===== config.mk =====
export PLATFORM = sky130hd
export DESIGN_NAME = pe_feeder
export DESIGN_NICKNAME = d
export VERILOG_FILES = /design/src/rtl/pe_feeder_pkg.sv /design/src/rtl/pe_filter_bank.sv /design/src/rtl/pe_feeder.sv
export SDC_FILE = /design/constraint.sdc
export NUM_CORES = 1
export LEC_CHECK = 0
export CORE_MARGIN = 2
export CORE_UTILIZATION = 50
export CTS_CLUSTER_SIZE = 40
export DETAILED_ROUTE_END_ITERATION = 10
export GPL_ROUTABILITY_DRIVEN = 0
export GPL_TIMING_DRIVEN = 0
export PLACE_DENSITY = 0.77
export SLEW_MARGIN = 20
export SYNTH_ARGS = -nofsm -noshare
export SYNTH_HDL_FRONTEND = slang
export SYNTH_SLANG_ARGS = --single-unit
export TNS_END_PERCENT = 10

===== constraint.sdc =====
create_clock -name clk -period 2.1 [get_ports clk]
set_input_delay 0.315 -clock clk [delete_from_list [all_inputs] [get_ports clk]]
set_output_delay 0.315 -clock clk [all_outputs]
set_load 0.02 [all_outputs]

===== src/rtl/pe_feeder_pkg.sv =====
// Shared constants and state encoding for the PE feeder and its filter bank.
package pe_feeder_pkg;

  localparam int KERNEL_TAPS  = 9;
  localparam int WAIT_TIMEOUT = 15;

  localparam logic [1:0] MODE_IDLE   = 2'b00;
  localparam logic [1:0] MODE_SINGLE = 2'b01;

  typedef enum logic [1:0] {
    ST_IDLE   = 2'd0,
    ST_STREAM = 2'd1,
    ST_WAIT   = 2'd2
  } state_e;

endpackage


===== src/rtl/pe_filter_bank.sv =====
// Tap weight register file: one write port, one combinational read port.
module pe_filter_bank #(
  parameter int TAPS = pe_feeder_pkg::KERNEL_TAPS
) (
  input  logic       clk,
  input  logic       rst,
  input  logic       wr_en,
  input  logic [3:0] wr_addr,
  input  logic [7:0] wr_data,
  input  logic [3:0] rd_idx,
  output logic [7:0] rd_data
);

  logic [7:0] taps_q [TAPS];
  logic [7:0] taps_d [TAPS];

  always_comb begin
    for (int i = 0; i < TAPS; i++) begin
      taps_d[i] = taps_q[i];
      if (wr_en && (wr_addr == 4'(i))) begin
        taps_d[i] = wr_data;
      end
    end
  end

  always_ff @(posedge clk) begin
    if (rst) begin
      for (int i = 0; i < TAPS; i++) begin
        taps_q[i] <= '0;
      end
    end else begin
      for (int i = 0; i < TAPS; i++) begin
        taps_q[i] <= taps_d[i];
      end
    end
  end

  // Indices beyond the last tap read as zero.
  always_comb begin
    rd_data = '0;
    for (int i = 0; i < TAPS; i++) begin
      if (rd_idx == 4'(i)) begin
        rd_data = taps_q[i];
      end
    end
  end

endmodule


===== src/rtl/pe_feeder.sv =====
// Streams one captured 3x3 window and its filter taps into a PE, one pair per
// cycle, then waits for the PE's completion flag or times out.
module pe_feeder #(
  parameter int KERNEL_TAPS  = pe_feeder_pkg::KERNEL_TAPS,
  parameter int WAIT_TIMEOUT = pe_feeder_pkg::WAIT_TIMEOUT
) (
  input  logic                     clk,
  input  logic                     rst,
  input  logic                     filt_wr_en,
  input  logic [3:0]               filt_wr_addr,
  input  logic [7:0]               filt_wr_data,
  input  logic                     win_valid,
  input  logic [8*KERNEL_TAPS-1:0] win_data,
  output logic                     win_ready,
  output logic [7:0]               pe_in,
  output logic [7:0]               pe_filter,
  output logic [1:0]               mode_o,
  input  logic                     single_count_9,
  output logic                     busy,
  output logic                     done,
  output logic                     err
);

  import pe_feeder_pkg::*;

  localparam logic [3:0] LAST_TAP     = 4'(KERNEL_TAPS - 1);
  localparam logic [3:0] TIMEOUT_LAST = 4'(WAIT_TIMEOUT - 1);

  state_e                   state_q, state_d;
  logic [3:0]               idx_q, idx_d;
  logic [3:0]               wait_cnt_q, wait_cnt_d;
  logic [8*KERNEL_TAPS-1:0] win_buf_q, win_buf_d;
  logic                     filt_loaded_q, filt_loaded_d;
  logic [7:0]               pe_in_q, pe_in_d;
  logic [7:0]               pe_filter_q, pe_filter_d;
  logic [1:0]               mode_q, mode_d;
  logic                     done_q, done_d;
  logic                     err_q, err_d;

  logic       accept;
  logic       filt_wr_ok;
  logic [3:0] nxt_idx;
  logic [3:0] rd_idx;
  logic [7:0] tap_rd;
  logic [7:0] nxt_pix;

  assign win_ready  = (state_q == ST_IDLE) && filt_loaded_q;
  assign accept     = win_valid && win_ready;
  assign filt_wr_ok = (state_q == ST_IDLE) && filt_wr_en && (filt_wr_addr <= LAST_TAP);
  assign nxt_idx    = idx_q + 4'd1;
  // Outputs are registered, so the bank is read one tap ahead of what is shown.
  assign rd_idx     = accept ? 4'd0 : nxt_idx;

  pe_filter_bank #(
    .TAPS(KERNEL_TAPS)
  ) u_filter_bank (
    .clk     (clk),
    .rst     (rst),
    .wr_en   (filt_wr_ok),
    .wr_addr (filt_wr_addr),
    .wr_data (filt_wr_data),
    .rd_idx  (rd_idx),
    .rd_data (tap_rd)
  );

  always_comb begin
    nxt_pix = '0;
    for (int i = 0; i < KERNEL_TAPS; i++) begin
      if (nxt_idx == 4'(i)) begin
        nxt_pix = win_buf_q[8*i +: 8];
      end
    end
  end

  always_comb begin
    state_d       = state_q;
    idx_d         = idx_q;
    wait_cnt_d    = wait_cnt_q;
    win_buf_d     = win_buf_q;
    filt_loaded_d = filt_loaded_q || (filt_wr_ok && (filt_wr_addr == LAST_TAP));
    pe_in_d       = '0;
    pe_filter_d   = '0;
    mode_d        = MODE_IDLE;
    done_d        = 1'b0;
    err_d         = 1'b0;

    unique case (state_q)
      ST_IDLE: begin
        if (accept) begin
          win_buf_d   = win_data;
          state_d     = ST_STREAM;
          idx_d       = 4'd0;
          pe_in_d     = win_data[7:0];
          pe_filter_d = tap_rd;
          mode_d      = MODE_SINGLE;
        end
      end
      ST_STREAM: begin
        if (idx_q >= LAST_TAP) begin
          state_d    = ST_WAIT;
          wait_cnt_d = 4'd0;
        end else begin
          idx_d       = nxt_idx;
          pe_in_d     = nxt_pix;
          pe_filter_d = tap_rd;
          mode_d      = MODE_SINGLE;
        end
      end
      ST_WAIT: begin
        // Completion is checked first so it wins over a coincident timeout.
        if (single_count_9) begin
          done_d  = 1'b1;
          state_d = ST_IDLE;
        end else if (wait_cnt_q == TIMEOUT_LAST) begin
          err_d   = 1'b1;
          state_d = ST_IDLE;
        end else if (wait_cnt_q != 4'hF) begin
          wait_cnt_d = wait_cnt_q + 4'd1;
        end
      end
      default: begin
        state_d = ST_IDLE;
      end
    endcase
  end

  always_ff @(posedge clk) begin
    if (rst) begin
      state_q       <= ST_IDLE;
      idx_q         <= '0;
      wait_cnt_q    <= '0;
      win_buf_q     <= '0;
      filt_loaded_q <= 1'b0;
      pe_in_q       <= '0;
      pe_filter_q   <= '0;
      mode_q        <= MODE_IDLE;
      done_q        <= 1'b0;
      err_q         <= 1'b0;
    end else begin
      state_q       <= state_d;
      idx_q         <= idx_d;
      wait_cnt_q    <= wait_cnt_d;
      win_buf_q     <= win_buf_d;
      filt_loaded_q <= filt_loaded_d;
      pe_in_q       <= pe_in_d;
      pe_filter_q   <= pe_filter_d;
      mode_q        <= mode_d;
      done_q        <= done_d;
      err_q         <= err_d;
    end
  end

  assign pe_in     = pe_in_q;
  assign pe_filter = pe_filter_q;
  assign mode_o    = mode_q;
  assign busy      = (state_q == ST_STREAM) || (state_q == ST_WAIT);
  assign done      = done_q;
  assign err       = err_q;

endmodule


==> impl_results.md <==
* Result of the run: finished with violations
* Violated checks: setup timing
* Core area at 0.01577 mm2
* Clock latency on the worst-skew pair at approximately 0.43 ns
* Total leakage power at 3.970 nW
* Highest achievable clock rate at ~470 MHz
* Share of synthesized flip-flops with an asynchronous set or reset at 0%
* CTS tree: built
* Endpoint arrival time on the critical path at 2.46 ns
* Nets at between 1,000 and 1,500
* Crit Path Class: reg -> reg
* Total count of max-transition violations in the final report at 0
* Worst-path fanout max at 8
* Horizontal die dimension at 130.6 um
* Number of clock sinks seen by CTS at roughly 170
* Period utilization at 102.2%
* Post-Synth Simple-Gate Area at 20.47%
* Dominant delay contributor by cell family on the critical path: compound AO/OA/AOI/OAI gates
* Adder and majority cell fraction of the synthesized area at 1.718%
* Overall Global Routing Usage at 27.07%
* Post-route setup slack at -0.04708 ns
* Commonest non-fill, non-tap cell in the layout: nand2_1
* Worst-path cell with the longest stage delay: dfxtp_4
* Initial detailed-routing violation count at 1,029
* Buffers from clock root to sink, at most at 2
* Relative slew margins at approximately 47%
* Worst-path cell chain: buf_12, inv_8, ha_4, buf_8, nor3b_2, a21o_1, o22ai_1, o32a_1, buf_6, a21oi_2, o31a_1
* Remaining global-route overflow at 0
* Placed cell areas at ~0.0093 mm2
* Clock transition at path regs at 0.07 ns
* Setup repair after global routing missed its margin: yes
* Largest family of logic cells by synthesized area: simple AND/OR/NAND/NOR gates
* Count of port buffers added during placement at 100
* CTS H-Tree Depth at 4
* Residual DRC at 0
* Register Area at 0.003492 mm2
* Wire length of the first global-routing pass at between 30 and 40 mm
* Number of synthesized register bits at 174
* Critical Path Source Type: flop
* Final critical path time including I/O delays and setup at 2.147 ns
* Maximum number of pins on one net before global-route repair at 17
* Drt wl/cell at 17.44 um
* Number of buffers added to fix hold violations after cts at 0
* Fin Setup TNS at -0.05857 ns
* Cells after Synth at 981
* Sequential area share after synthesis at 43.48%
* Worst supply voltage drop on vdd at 0.0005972 V
* Mean instance size in the synthesized netlist at 8.167 um2
* Crit path required time at roughly 2.4 ns
* Via Count at 7,717
* Footprint of the multi-input gates at ~0.0043 mm2
* Number of setup violations in the final report at 2
* Synth Area in Compound Gates at 17.93%
* Fraction of final layout cells with drive strength greater than 1 at 13.32%
* Library cell used as clock root buffer: clkbuf_16
* Total buffers and inverters traversed by the critical path at 4
* Hold Fails Final Rpt at 0
* Warning count from the yosys run at 0
* Overall die height at 130.6 um
* R2R Path Start: idx_q[0]
* Netlist Area Pre-Place at 0.008011 mm2
* Drt total wl at 23.40 mm
* Initial antenna violation count at 0
* Worst hold-check path type: in -> reg
* Synthesis-to-layout area growth at 28.96%
* Power per cell area at 724.6 mW/mm2
* Share of the synthesized netlist area taken by xor and xnor gates at 0.2186%
* Synth Flop Type: dfxtp_1
* I/O pins at 111
* Startpoint of the worst setup timing path: idx_q[0]
* Diode count at 0
* Number of clock buffers inserted by TritonCTS at 17
* Transition time of the tightest slew-check pin at about 0.79 ns
* Via count of the first global-routing pass at 6,883
* Number of maximum-capacitance violations at 0
* Layout Skew at just under 0.007 ns
* Multiplexer area fraction after synthesis at between 10% and 20%
* Die Outline Area at 0.01705 mm2
* Commonest cells after routing, fill and taps aside: nand2_1, dfxtp_1, nor2_1, a21oi_1, clkdlybuf4s50_1
* Router iterations before antenna repair at 6
* Largest incremental delay on the critical path at approximately 0.38 ns
* Antenna-violating nets left at 0
* Number of distinct library cells after synthesis at 62
* Initial core utilization at 50.80%
* Net Count, Synth at 1,081
* Post-DP HPWL at approximately 16 mm
* Finished Cell Area at approximately 0.010 mm2
* Number of synthesized flops with an enable pin at 0
* Number of filler cells placed in the layout at 1,295
* Worst Min Path Start: filt_wr_data[2]
* Std-Cell Rows at 46
* Crit. End Element: flop
* Via-per-instance ratio at ~5.8
## metrics by stage
stage          power (W)  hold WS (ns)  setup WS [ns]  util (%)  instances
6_report        0.007486        0.3678       -0.04708     65.51       1342
3_3_place_gp    0.004121        0.4423        -0.5775     58.91       1297
3_5_place_dp    0.004129        0.4479        -0.5834     58.91       1297
2_1_floorplan   0.003816        0.3921       0.001910         -        981
4_1_cts         0.007452        0.3651        -0.1564     64.02       1333
5_1_grt         0.007703        0.4164       -0.08362     65.51       1342
## logic make-up after synthesis
group,after synthesis
AOI/OAI and AO/OA,234
xor gates and xnor gates,2
adders and majority gates,11
buffers and inverters,96
DFF,174
muxes,88
other,1
and+or+nand+nor,375
## worst min-delay path, stage by stage
cell and delay (ns):
clkbuf_1 0.21, mux2i_1 0.18, nor2_1 0.05
## flip-flops by register name, summed over array words and instances (netlist names)
name,flops
wait_cnt_q,4
done,1
err,1
mode_o,1
state_q,2
idx_q,4
filt_loaded_q,1
u_filter_bank.taps_q,72
pe_filter,8
win_buf_q,72
pe_in,8
## layout make-up
cell class / instances / area share (%)
clock buffer: 19 / 4.384
clock inverter: 13 / 1.708
tap: 216 / 2.616
sequential: 174 / 33.80
timing repair buffer: 115 / 10.79
buffer: 78 / 4.130
multi-input combinational: 711 / 41.89
inverter: 16 / 0.6782
## report_power, final
group          leakage [nW]  total (W)  internal, W  switching [W]
registers              1.41    0.00338      0.00335      0.0000303
clock network         0.304    0.00336      0.00196        0.00139
logic                  2.26   0.000754     0.000335       0.000419
## routing by layer
| layer | up-vias | track usage, % | part of all wire [%] |
|---|---|---|---|
| met5 | - | 0 | 0 |
| met1 | 3620 | 39.16 | 43 |
| met2 | 387 | 39.40 | 44 |
| li1 | 3650 | - | - |
| met4 | 0 | 10.33 | 2.7 |
| met3 | 60 | 6.107 | 10 |
## worst paths after layout
| path | to | slack, ns | cells past startpoint |
|---|---|---|---|
| min reg2reg | win_buf_q[65] | 0.46 | 2 |
| max reg2reg | pe_filter[1] | -0.05 | 11 |
| min | u_filter_bank.taps_q[0][2] | 0.37 | 3 |
| max | pe_filter[1] | -0.05 | 11 |
## timing repair
action,4_1_cts,5_1_grt
gates resized for setup,56,51
gates cloned,0,0
setup endpoints to repair,138,145
pin swaps,4,12
buffers inserted,6,9
hold endpoints to repair,0,0
## Yosys cell counts, drive strengths merged (6+ instances only)
master	number	area, um2
buf	28	150.1
o21ai	43	215.2
a221oi	8	70.07
a21oi	106	534.3
nand2	194	735.7
a32oi	9	78.83
o31ai	9	67.56
nand4	6	37.54
a22oi	9	67.56
o31a	6	52.55
nor3	6	35.03
and3	11	68.82
nor3b	6	45.04
o22ai	7	43.79
nand3	17	102.6
nor2b	8	50.05
dfxtp	174	3483
a211o	8	70.07
mux2i	83	830.8
a31oi	9	56.30
ha	11	137.6
nor2	109	411.7
inv	16	60.05
clkbuf	52	195.2
Note: power is estimated with default switching activity, not from simulation.
